`src/rtl/card_scan_if.sv`:
```
// -----------------------------------------------------------------------------
// card_scan_if
// Bundles the two buses that the card scan controller drives: the card
// register-file read port and the hit-checker load/enable/result port.
//
// Parameters:
//   IDX_W            width of the card index / register-file address
// Signals:
//   rf_addr          register-file read address            (master -> slave)
//   rf_rd_en         register-file read strobe             (master -> slave)
//   rf_data          {y[9:0], x[9:0]} of the addressed card (slave -> master)
//   chk_sync         checker load strobe                   (master -> slave)
//   chk_yx_position  position presented with chk_sync      (master -> slave)
//   chk_sync_done    checker load acknowledge              (slave -> master)
//   chk_enable       checker enable                        (master -> slave)
//   chk_event_kind   checker event qualifier (press)       (master -> slave)
//   chk_mouse_xpos   click x latched at click              (master -> slave)
//   chk_mouse_ypos   click y latched at click              (master -> slave)
//   chk_event        registered checker hit result         (slave -> master)
// Modports: master (the scan controller), slave (register file + checker).
// -----------------------------------------------------------------------------
interface card_scan_if #(
    parameter int IDX_W = 4
);
    logic [IDX_W-1:0] rf_addr;
    logic             rf_rd_en;
    logic [19:0]      rf_data;
    logic             chk_sync;
    logic [19:0]      chk_yx_position;
    logic             chk_sync_done;
    logic             chk_enable;
    logic             chk_event_kind;
    logic [11:0]      chk_mouse_xpos;
    logic [11:0]      chk_mouse_ypos;
    logic             chk_event;

    modport master (
        output rf_addr,
        output rf_rd_en,
        input  rf_data,
        output chk_sync,
        output chk_yx_position,
        input  chk_sync_done,
        output chk_enable,
        output chk_event_kind,
        output chk_mouse_xpos,
        output chk_mouse_ypos,
        input  chk_event
    );

    modport slave (
        input  rf_addr,
        input  rf_rd_en,
        output rf_data,
        input  chk_sync,
        input  chk_yx_position,
        output chk_sync_done,
        input  chk_enable,
        input  chk_event_kind,
        input  chk_mouse_xpos,
        input  chk_mouse_ypos,
        output chk_event
    );
endinterface

```
`src/rtl/card_scan_controller.sv`:
```
// -----------------------------------------------------------------------------
// card_scan_controller
// After each mouse click, walks every card on the board through a single
// shared hit-test datapath: reads the card position from the register file,
// loads it into the checker, fires one check and reports the first (lowest
// index) card hit, or a miss once the last card has been examined.
//
// Optional build macro: CARD_SCAN_SYNC_TIMEOUT_EN
//   When defined, a wait for chk_sync_done longer than SYNC_TIMEOUT cycles
//   aborts the scan with a one-cycle sync_err pulse. When undefined, the wait
//   is unbounded and sync_err is constant 0.
//
// Ports:
//   clk         system clock
//   rst         asynchronous active-low reset
//   click       single-cycle left-click pulse
//   mouse_xpos  live mouse x
//   mouse_ypos  live mouse y
//   card_mask   1 = card in play, 0 = skip (sampled once per card)
//   bus         register-file / checker interface (master side)
//   busy        scan in progress
//   hit_valid   one-cycle pulse: a card was hit
//   hit_idx     index of the hit card, held until the next hit
//   miss        one-cycle pulse: scan ended with no hit
//   sync_err    one-cycle pulse: checker load acknowledge timed out
//
// Every output comes straight from a flop. Strobes are registered from the
// next state, so each strobe is high for exactly the cycle the FSM spends in
// the matching state (rf_rd_en in READ, chk_sync in LOAD, chk_enable in CHECK).
// -----------------------------------------------------------------------------
module card_scan_controller #(
    parameter int N_CARDS      = 16,
    parameter int IDX_W        = 4,
    parameter int SYNC_TIMEOUT = 15
) (
    input  logic               clk,
    input  logic               rst,
    input  logic               click,
    input  logic [11:0]        mouse_xpos,
    input  logic [11:0]        mouse_ypos,
    input  logic [N_CARDS-1:0] card_mask,
    card_scan_if.master        bus,
    output logic               busy,
    output logic               hit_valid,
    output logic [IDX_W-1:0]   hit_idx,
    output logic               miss,
    output logic               sync_err
);

    typedef enum logic [2:0] {
        ST_IDLE      = 3'd0,
        ST_SELECT    = 3'd1,
        ST_READ      = 3'd2,
        ST_LOAD      = 3'd3,
        ST_WAIT_SYNC = 3'd4,
        ST_CHECK     = 3'd5,
        ST_EVAL      = 3'd6
    } state_t;

    state_t           state_r,      state_s;
    logic [IDX_W-1:0] idx_r,        idx_s;
    logic [IDX_W-1:0] rf_addr_r,    rf_addr_s;
    logic             rf_rd_en_r,   rf_rd_en_s;
    logic             chk_sync_r,   chk_sync_s;
    logic [19:0]      yx_pos_r,     yx_pos_s;
    logic             chk_enable_r, chk_enable_s;
    logic [11:0]      mouse_x_r,    mouse_x_s;
    logic [11:0]      mouse_y_r,    mouse_y_s;
    logic             busy_r,       busy_s;
    logic             hit_valid_r,  hit_valid_s;
    logic [IDX_W-1:0] hit_idx_r,    hit_idx_s;
    logic             miss_r,       miss_s;
    logic             last_card_s;

`ifdef CARD_SCAN_SYNC_TIMEOUT_EN
    // Counter only needs to reach SYNC_TIMEOUT-1 before the abort fires.
    localparam int TMO_W = (SYNC_TIMEOUT > 1) ? $clog2(SYNC_TIMEOUT) : 1;

    logic [TMO_W-1:0] tmo_cnt_r,  tmo_cnt_s;
    logic             sync_err_r, sync_err_s;
`else
    // The timeout length only matters when the timeout logic is built.
    localparam int unused_sync_timeout = SYNC_TIMEOUT;
`endif

    // Index of the final card; idx never advances past it.
    assign last_card_s = (idx_r == IDX_W'(N_CARDS - 1));

    // Next-state and next-output decode for the scan sequencer.
    always_comb begin
        state_s      = state_r;
        idx_s        = idx_r;
        rf_addr_s    = rf_addr_r;
        rf_rd_en_s   = 1'b0;
        chk_sync_s   = 1'b0;
        yx_pos_s     = yx_pos_r;
        chk_enable_s = 1'b0;
        mouse_x_s    = mouse_x_r;
        mouse_y_s    = mouse_y_r;
        busy_s       = busy_r;
        hit_valid_s  = 1'b0;
        hit_idx_s    = hit_idx_r;
        miss_s       = 1'b0;
`ifdef CARD_SCAN_SYNC_TIMEOUT_EN
        tmo_cnt_s    = tmo_cnt_r;
        sync_err_s   = 1'b0;
`endif

        case (state_r)
            ST_IDLE: begin
                // Clicks are only looked at here, so a click during a scan is dropped.
                if (click) begin
                    mouse_x_s = mouse_xpos;
                    mouse_y_s = mouse_ypos;
                    idx_s     = {IDX_W{1'b0}};
                    busy_s    = 1'b1;
                    state_s   = ST_SELECT;
                end else begin
                    state_s   = ST_IDLE;
                end
            end

            ST_SELECT: begin
                if (card_mask[idx_r]) begin
                    rf_addr_s  = idx_r;
                    rf_rd_en_s = 1'b1;
                    state_s    = ST_READ;
                end else if (last_card_s) begin
                    miss_s     = 1'b1;
                    busy_s     = 1'b0;
                    state_s    = ST_IDLE;
                end else begin
                    idx_s      = idx_r + IDX_W'(1);
                    state_s    = ST_SELECT;
                end
            end

            ST_READ: begin
                // Read data is valid while the strobe is high; chk_sync goes
                // out together with the captured position.
                yx_pos_s   = bus.rf_data;
                chk_sync_s = 1'b1;
                state_s    = ST_LOAD;
            end

            ST_LOAD: begin
`ifdef CARD_SCAN_SYNC_TIMEOUT_EN
                tmo_cnt_s = {TMO_W{1'b0}};
`endif
                state_s   = ST_WAIT_SYNC;
            end

            ST_WAIT_SYNC: begin
                if (bus.chk_sync_done) begin
                    chk_enable_s = 1'b1;
                    state_s      = ST_CHECK;
`ifdef CARD_SCAN_SYNC_TIMEOUT_EN
                end else if (tmo_cnt_r == TMO_W'(SYNC_TIMEOUT - 1)) begin
                    // Acknowledge arriving on the deadline cycle still wins.
                    sync_err_s   = 1'b1;
                    busy_s       = 1'b0;
                    state_s      = ST_IDLE;
                end else begin
                    tmo_cnt_s    = tmo_cnt_r + TMO_W'(1);
                    state_s      = ST_WAIT_SYNC;
`else
                end else begin
                    state_s      = ST_WAIT_SYNC;
`endif
                end
            end

            ST_CHECK: begin
                state_s = ST_EVAL;
            end

            ST_EVAL: begin
                if (bus.chk_event) begin
                    hit_idx_s   = idx_r;
                    hit_valid_s = 1'b1;
                    busy_s      = 1'b0;
                    state_s     = ST_IDLE;
                end else if (last_card_s) begin
                    miss_s      = 1'b1;
                    busy_s      = 1'b0;
                    state_s     = ST_IDLE;
                end else begin
                    idx_s       = idx_r + IDX_W'(1);
                    state_s     = ST_SELECT;
                end
            end

            default: begin
                busy_s  = 1'b0;
                state_s = ST_IDLE;
            end
        endcase
    end

    // State and output registers.
    always_ff @(posedge clk or negedge rst) begin
        if (!rst) begin
            state_r      <= ST_IDLE;
            idx_r        <= {IDX_W{1'b0}};
            rf_addr_r    <= {IDX_W{1'b0}};
            rf_rd_en_r   <= 1'b0;
            chk_sync_r   <= 1'b0;
            yx_pos_r     <= 20'd0;
            chk_enable_r <= 1'b0;
            mouse_x_r    <= 12'd0;
            mouse_y_r    <= 12'd0;
            busy_r       <= 1'b0;
            hit_valid_r  <= 1'b0;
            hit_idx_r    <= {IDX_W{1'b0}};
            miss_r       <= 1'b0;
        end else begin
            state_r      <= state_s;
            idx_r        <= idx_s;
            rf_addr_r    <= rf_addr_s;
            rf_rd_en_r   <= rf_rd_en_s;
            chk_sync_r   <= chk_sync_s;
            yx_pos_r     <= yx_pos_s;
            chk_enable_r <= chk_enable_s;
            mouse_x_r    <= mouse_x_s;
            mouse_y_r    <= mouse_y_s;
            busy_r       <= busy_s;
            hit_valid_r  <= hit_valid_s;
            hit_idx_r    <= hit_idx_s;
            miss_r       <= miss_s;
        end
    end

`ifdef CARD_SCAN_SYNC_TIMEOUT_EN
    // Sync-acknowledge timeout counter and abort pulse.
    always_ff @(posedge clk or negedge rst) begin
        if (!rst) begin
            tmo_cnt_r  <= {TMO_W{1'b0}};
            sync_err_r <= 1'b0;
        end else begin
            tmo_cnt_r  <= tmo_cnt_s;
            sync_err_r <= sync_err_s;
        end
    end

    assign sync_err = sync_err_r;
`else
    assign sync_err = 1'b0;
`endif

    assign bus.rf_addr         = rf_addr_r;
    assign bus.rf_rd_en        = rf_rd_en_r;
    assign bus.chk_sync        = chk_sync_r;
    assign bus.chk_yx_position = yx_pos_r;
    assign bus.chk_enable      = chk_enable_r;
    assign bus.chk_event_kind  = chk_enable_r;
    assign bus.chk_mouse_xpos  = mouse_x_r;
    assign bus.chk_mouse_ypos  = mouse_y_r;
    assign busy                = busy_r;
    assign hit_valid           = hit_valid_r;
    assign hit_idx             = hit_idx_r;
    assign miss                = miss_r;

endmodule

```
`src/flat_wrapper.sv`:
```
// flat-port wrapper written by rule: the top's interface ports become plain ports
module card_scan_controller_flat 
#(
    parameter int N_CARDS      = 16,
    parameter int IDX_W        = 4,
    parameter int SYNC_TIMEOUT = 15
)
  (clk, rst, click, mouse_xpos, mouse_ypos, card_mask, busy, hit_valid, hit_idx, miss, sync_err, bus_rf_addr, bus_rf_rd_en, bus_rf_data, bus_chk_sync, bus_chk_yx_position, bus_chk_sync_done, bus_chk_enable, bus_chk_event_kind, bus_chk_mouse_xpos, bus_chk_mouse_ypos, bus_chk_event);
  card_scan_if #(.IDX_W(IDX_W)) bus_i ();
  input  logic clk;
  input  logic rst;
  input  logic click;
  input  logic [11:0] mouse_xpos;
  input  logic [11:0] mouse_ypos;
  input  logic [N_CARDS-1:0] card_mask;
  output logic busy;
  output logic hit_valid;
  output logic [IDX_W-1:0] hit_idx;
  output logic miss;
  output logic sync_err;
  output wire logic [$bits(bus_i.rf_addr)-1:0] bus_rf_addr;
  output wire logic [$bits(bus_i.rf_rd_en)-1:0] bus_rf_rd_en;
  input wire logic [$bits(bus_i.rf_data)-1:0] bus_rf_data;
  output wire logic [$bits(bus_i.chk_sync)-1:0] bus_chk_sync;
  output wire logic [$bits(bus_i.chk_yx_position)-1:0] bus_chk_yx_position;
  input wire logic [$bits(bus_i.chk_sync_done)-1:0] bus_chk_sync_done;
  output wire logic [$bits(bus_i.chk_enable)-1:0] bus_chk_enable;
  output wire logic [$bits(bus_i.chk_event_kind)-1:0] bus_chk_event_kind;
  output wire logic [$bits(bus_i.chk_mouse_xpos)-1:0] bus_chk_mouse_xpos;
  output wire logic [$bits(bus_i.chk_mouse_ypos)-1:0] bus_chk_mouse_ypos;
  input wire logic [$bits(bus_i.chk_event)-1:0] bus_chk_event;
  assign bus_rf_addr = bus_i.rf_addr;
  assign bus_rf_rd_en = bus_i.rf_rd_en;
  assign bus_i.rf_data = bus_rf_data;
  assign bus_chk_sync = bus_i.chk_sync;
  assign bus_chk_yx_position = bus_i.chk_yx_position;
  assign bus_i.chk_sync_done = bus_chk_sync_done;
  assign bus_chk_enable = bus_i.chk_enable;
  assign bus_chk_event_kind = bus_i.chk_event_kind;
  assign bus_chk_mouse_xpos = bus_i.chk_mouse_xpos;
  assign bus_chk_mouse_ypos = bus_i.chk_mouse_ypos;
  assign bus_i.chk_event = bus_chk_event;
  card_scan_controller #(.N_CARDS(N_CARDS), .IDX_W(IDX_W), .SYNC_TIMEOUT(SYNC_TIMEOUT)) u_core (.clk(clk), .rst(rst), .click(click), .mouse_xpos(mouse_xpos), .mouse_ypos(mouse_ypos), .card_mask(card_mask), .bus(bus_i), .busy(busy), .hit_valid(hit_valid), .hit_idx(hit_idx), .miss(miss), .sync_err(sync_err));
endmodule
```
`config.mk`:
```
export PLATFORM = sky130hd
export DESIGN_NAME = card_scan_controller_flat
export DESIGN_NICKNAME = d
export VERILOG_FILES = /design/src/rtl/card_scan_if.sv /design/src/rtl/card_scan_controller.sv /design/src/flat_wrapper.sv
export SDC_FILE = /design/constraint.sdc
export NUM_CORES = 1
export LEC_CHECK = 0
export BUFFER_PORTS_ARGS = -buffer_cell sky130_fd_sc_hd__buf_2
export CAP_MARGIN = 20
export CORE_UTILIZATION = 50
export CTS_BUF_LIST = sky130_fd_sc_hd__clkbuf_8 sky130_fd_sc_hd__clkbuf_16
export DETAILED_ROUTE_END_ITERATION = 12
export HOLD_SLACK_MARGIN = 0.12
export PLACE_DENSITY_LB_ADDON = 0.12
export SETUP_SLACK_MARGIN = 0.3
export SLEW_MARGIN = 20
export SYNTH_ARGS = -nofsm -noshare
export SYNTH_HDL_FRONTEND = slang
export SYNTH_SLANG_ARGS = --single-unit
```
`constraint.sdc`:
```
create_clock -name clk -period 3.3 [get_ports clk]
set_input_delay 0.165 -clock clk [delete_from_list [all_inputs] [get_ports clk]]
set_output_delay 0.165 -clock clk [all_outputs]
set_load 0.02 [all_outputs]
```
; Word level (Yosys, flattened, before mapping)
; Cells that the tools add are included.
[totals]
ff_bits = 65
latchBits = 0
ramBits = 0
mem_bits_ro = 0
in_bits = 65
mem_count = 0
[op_classes]
addsub = 1
mul = 0
div = 0
order_cmp = 1
eq_ne = 10
n_shift = 0
mux = 29
bitwise_logic = 1
reduce_logical = 8
[ops]
columns = operator, n
row1 = $pmux 3 s7, 1
row2 = $mux 1, 18
row3 = $mux 4, 4
row4 = $pmux 4 s3, 1
row5 = $eq 3x3->1 const B, 3
row6 = $eq 3x2->1 const B, 2
row7 = $mux 3, 2
row8 = $ne 2x2->1 const B, 3
row9 = $reduce_and 2->1, 3
row10 = $lt 4x5->1 const B, 1
row11 = $add 4x1->4 const B, 1
row12 = $bmux 1 s4, 1
row13 = $eq 4x4->1 const B, 1
row14 = $pmux 1 s4, 1
row15 = $reduce_and 4->1, 1
row16 = $reduce_or 4->1, 1
row17 = $eq 3x1->1 const B, 1
row18 = $logic_not 3->1, 1
row19 = $reduce_and 3->1, 1
row20 = $reduce_bool 3->1, 1
row21 = $pmux 1 s2, 1
row22 = $not 1->1, 1

; Longest topological paths before layout
[logic_depth]
ltp_word = 4
mapped_depth = 7

; Least setup slack after synthesis
; No wires, ideal clock.
[synth_path]
path_kind = register -> register
startpoint = register u_core.idx_r[0]
endpoint = register u_core.rf_addr_r[0], in the netlist u_core.bus.rf_addr[0]
setup_ps = 125
arrival_ps = 1864
setup_slack_ps = 1311
stages_incl_launch_ff = 7
path_buffers = 1
synth_period_minus_slack_ps = 1989
path_cell_list = dfrtp_1 buf_6 mux4_2 a2bb2oi_2 a22oi_4 nand2b_4 mux2_4
[synth_between]
elab_chain_cells = 3
[synth_lines]
columns = element, line_no
row1 = start: declaration, card_scan_controller.sv:61  ; logic [IDX_W-1:0] idx_r, idx_s;
row2 = start signal: assignment, card_scan_controller.sv:204  ; idx_r <= {IDX_W{1'b0}};
row3 = start signal: assignment, card_scan_controller.sv:218  ; idx_r <= idx_s;
row4 = $bmux 1 s4, card_scan_controller.sv:124  ; if (card_mask[idx_r]) begin
row5 = $mux 1 (implied by the code), card_scan_controller.sv:124
row6 = $reduce_and 2->1 (no line), --
row7 = end signal: assignment, card_scan_controller.sv:205  ; rf_addr_r <= {IDX_W{1'b0}};
row8 = end signal: assignment, card_scan_controller.sv:219  ; rf_addr_r <= rf_addr_s;
row9 = end: declaration, card_scan_controller.sv:62  ; logic [IDX_W-1:0] rf_addr_r, rf_addr_s;
; Several ways; a longest one is shown, not always the timed one. The select of a mux whose other input is x is not followed.
; A chain may end at the register's enable or synchronous reset.

; Final worst setup path
; Same ends and word-level chain as after synthesis.

==> flow_metrics.env <==
export IMPL_area_growth_pct=45.6
export IMPL_clock_root_buffer="clkbuf_8"
export IMPL_layout_commonest_cell="buf_2"
export IMPL_antenna_found_initial=0
export IMPL_io_pins=125
export IMPL_vias_per_cell=4.96
export IMPL_portBuffers=123
export IMPL_p_leak_nw=2.01
export IMPL_grt_pass1_vias=2289
export IMPL_skew_ns=0.00449
export IMPL_postCtsHoldBufs=46
export IMPL_drt_first_pass_iters=4
export IMPL_worstMarginPinSlew_ns=0.763
export IMPL_hold_class="primary input to flip-flop"
export IMPL_finalHoldViolCount=0
export IMPL_slew_headroom_pct=49.2
export IMPL_grt_pass1_wl_mm=10.9
export IMPL_layout_common_cells="buf_2 (123), dfrtp_1 (65), dlygate4sd3_1 (46)"
export IMPL_die_h_um=77.0
export IMPL_endpoint_kind="flip-flop"
export IMPL_grt_max_degree=36
export IMPL_drtAntennaViolNets=0
export IMPL_floorplan_initialDensity_pct=53.4
export IMPL_min_period_ns=2.16
export IMPL_dieArea_um2=5930
export IMPL_vias=2243
export IMPL_synthArstFlopShare_pct=100
export IMPL_yosys_register_bits=65
export IMPL_synth_avg_cell_area_um2=13.6
export IMPL_gp_congestion=0.786
export IMPL_grt_usage_pct=24.1
export IMPL_fmax_mhz=463
export IMPL_cts_clk_slew_worst_paths_ns=0.07
export IMPL_drv_slew=0
export IMPL_required_ns=3.52
export IMPL_grt_overflow_total=0
export IMPL_route_detailed_drc=0
export IMPL_synth_edf_count=0
export IMPL_synth_warning_count=0
export IMPL_syn_area_um2=2810
export IMPL_rows=26
export IMPL_fp_dieW_um=77.0
export IMPL_postCtsSetupRepairBufs=0
export IMPL_ys_types=41
export IMPL_powerDensity_nw_per_um2=895
export IMPL_wl_per_cell_um=14.8
export IMPL_arrival_ns=2.38
export IMPL_syn_nets=273
export IMPL_antennaDiodeCount=0
export IMPL_synth_ff_type="dfrtp_1"
export IMPL_core_area_um2=5270
export IMPL_seq_area_frac_synth_pct=57.8
export IMPL_outcome="completed"
export IMPL_drive_gt1_share_pct=51.8
export IMPL_path_class="flip-flop to flip-flop"
export IMPL_cp_max_fo=9
export IMPL_dp_cells=390
export IMPL_drtIter0Drc=88
export IMPL_critPathLaunchType="flip-flop"
export IMPL_ctsResizeCount=0
export IMPL_rsz0062_at_grt="no"
export IMPL_routed_wl_mm=6.69
export IMPL_vdd_drop_max_mv=0.601
export IMPL_drv_cap=0
export IMPL_hpwl_mm=4.33
export IMPL_cts_tree="yes"
export IMPL_synth_cells=207
export IMPL_cts_sinks=65
export IMPL_worstSkewPairLatency_ns=0.33
export IMPL_setup_tns_ns=0
export IMPL_h_tree_depth=3
export IMPL_cts_buffers_inserted=9
export IMPL_clockBufferDepth=2
export IMPL_setup_viol=0
export IMPL_finalNetCount=443
export IMPL_period_share_pct=65.4
export IMPL_instances_no_fill=452
-- power breakdown --
part,switching [mW],internal [mW]
sequential,0.234,1.15
combinational,0.942,0.785
clock,0.290,0.264
-- per-stage QoR --
stage | instance area (um2) | hold WS [ns] | util, % | setup slack [ns] | total power [mW]
2_1_floorplan | 2810 | -0.131 | - | 1.31 | 2.57
3_3_place_gp | 3470 | 0.276 | 65.9 | 1.20 | 3.03
3_5_place_dp | 3470 | 0.287 | 65.9 | 1.15 | 3.08
4_1_cts | 4100 | 0.137 | 77.8 | 1.14 | 3.69
5_1_grt | 4100 | 0.149 | 77.8 | 1.05 | 3.89
6_report | 4100 | 0.158 | 77.8 | 1.14 | 3.67
-- worst max-delay path, stage by stage (launching register included) --
cell and delay (ns):
dfrtp_1 0.52, mux4_2 0.55, a2bb2oi_2 0.16, a22oi_4 0.31, nand2b_4 0.21, mux2_4 0.29
-- synth_stat cells (2+ instances only) --
cell | count | share of area, %
o21ai_0 | 12 | 2.1
a21oi_1 | 2 | 0.36
nand3_1 | 3 | 0.53
a31oi_1 | 2 | 0.44
buf_2 | 5 | 0.89
o2bb2ai_1 | 2 | 0.62
clkbuf_1 | 5 | 0.67
inv_1 | 9 | 1.2
o21ai_2 | 3 | 0.93
mux2_4 | 2 | 1.1
buf_4 | 2 | 0.53
mux2_2 | 44 | 18
mux2i_1 | 8 | 2.8
nand2_1 | 12 | 1.6
nand2b_4 | 2 | 0.98
nor2_1 | 3 | 0.40
and3_1 | 2 | 0.44
nand2b_1 | 2 | 0.44
dfrtp_1 | 65 | 58
-- state kept, by name, summed over array words and instances (netlist names) --
name,count
u_core.bus.chk_enable,1
u_core.bus.chk_mouse_xpos,12
u_core.bus.chk_mouse_ypos,12
u_core.bus.chk_sync,1
u_core.bus.chk_yx_position,20
u_core.bus.rf_addr,4
u_core.bus.rf_rd_en,1
u_core.busy,1
u_core.hit_idx,4
u_core.hit_valid,1
u_core.idx_r,4
u_core.miss,1
u_core.state_r,3
-- worst paths after layout --
check / endpoint / startpoint / slack, ns / cells after the start
worst max-delay path: u_core.bus.rf_addr[0]$_DFFE_PN0P_ / u_core.idx_r[0]$_DFFE_PN0P_ / 1.14 / 5
worst max register to register: u_core.bus.rf_addr[0]$_DFFE_PN0P_ / u_core.idx_r[0]$_DFFE_PN0P_ / 1.14 / 5
min in group asynchronous: u_core.hit_valid$_DFF_PN0_ / rst / 0.45 / 2
worst min register to register: u_core.hit_idx[0]$_DFFE_PN0P_ / u_core.hit_idx[0]$_DFFE_PN0P_ / 0.48 / 2
max in group asynchronous: u_core.bus.chk_mouse_ypos[9]$_DFFE_PN0P_ / rst / 1.99 / 3
worst min-delay path: u_core.miss$_DFF_PN0_ / bus_chk_event / 0.16 / 3
-- layout make-up --
class / instances / area, um2
clock buffer: 9 / 124
clock inverter: 7 / 38.8
fill: 364 / 1170
inverter: 9 / 33.8
multi-input combinational: 120 / 1090
sequential: 65 / 1630
tap: 70 / 87.6
timing repair buffer: 172 / 1100
-- cell families after synthesis --
group | count (synthesis) | synth area share (%)
muxes | 56 | 23.3
and+or+nand+nor | 32 | 6.63
other | 1 | 0.133
adders and majority gates | 1 | 0.445
DFF | 65 | 57.8
buffers and inverters | 22 | 3.69
AOI/OAI and AO/OA | 30 | 8.05
-- metal layers --
layer	wire length (um)	vias up	GRT usage [%]	part of all wire, %
met4	70	0	9.62	1.0
li1	-	1072	-	-
met5	0	-	0	0
met2	3410	78	41.4	51
met1	2850	1087	29.6	43
met3	358	6	5.00	5.4
Note: power is estimated with default switching activity, not from simulation.
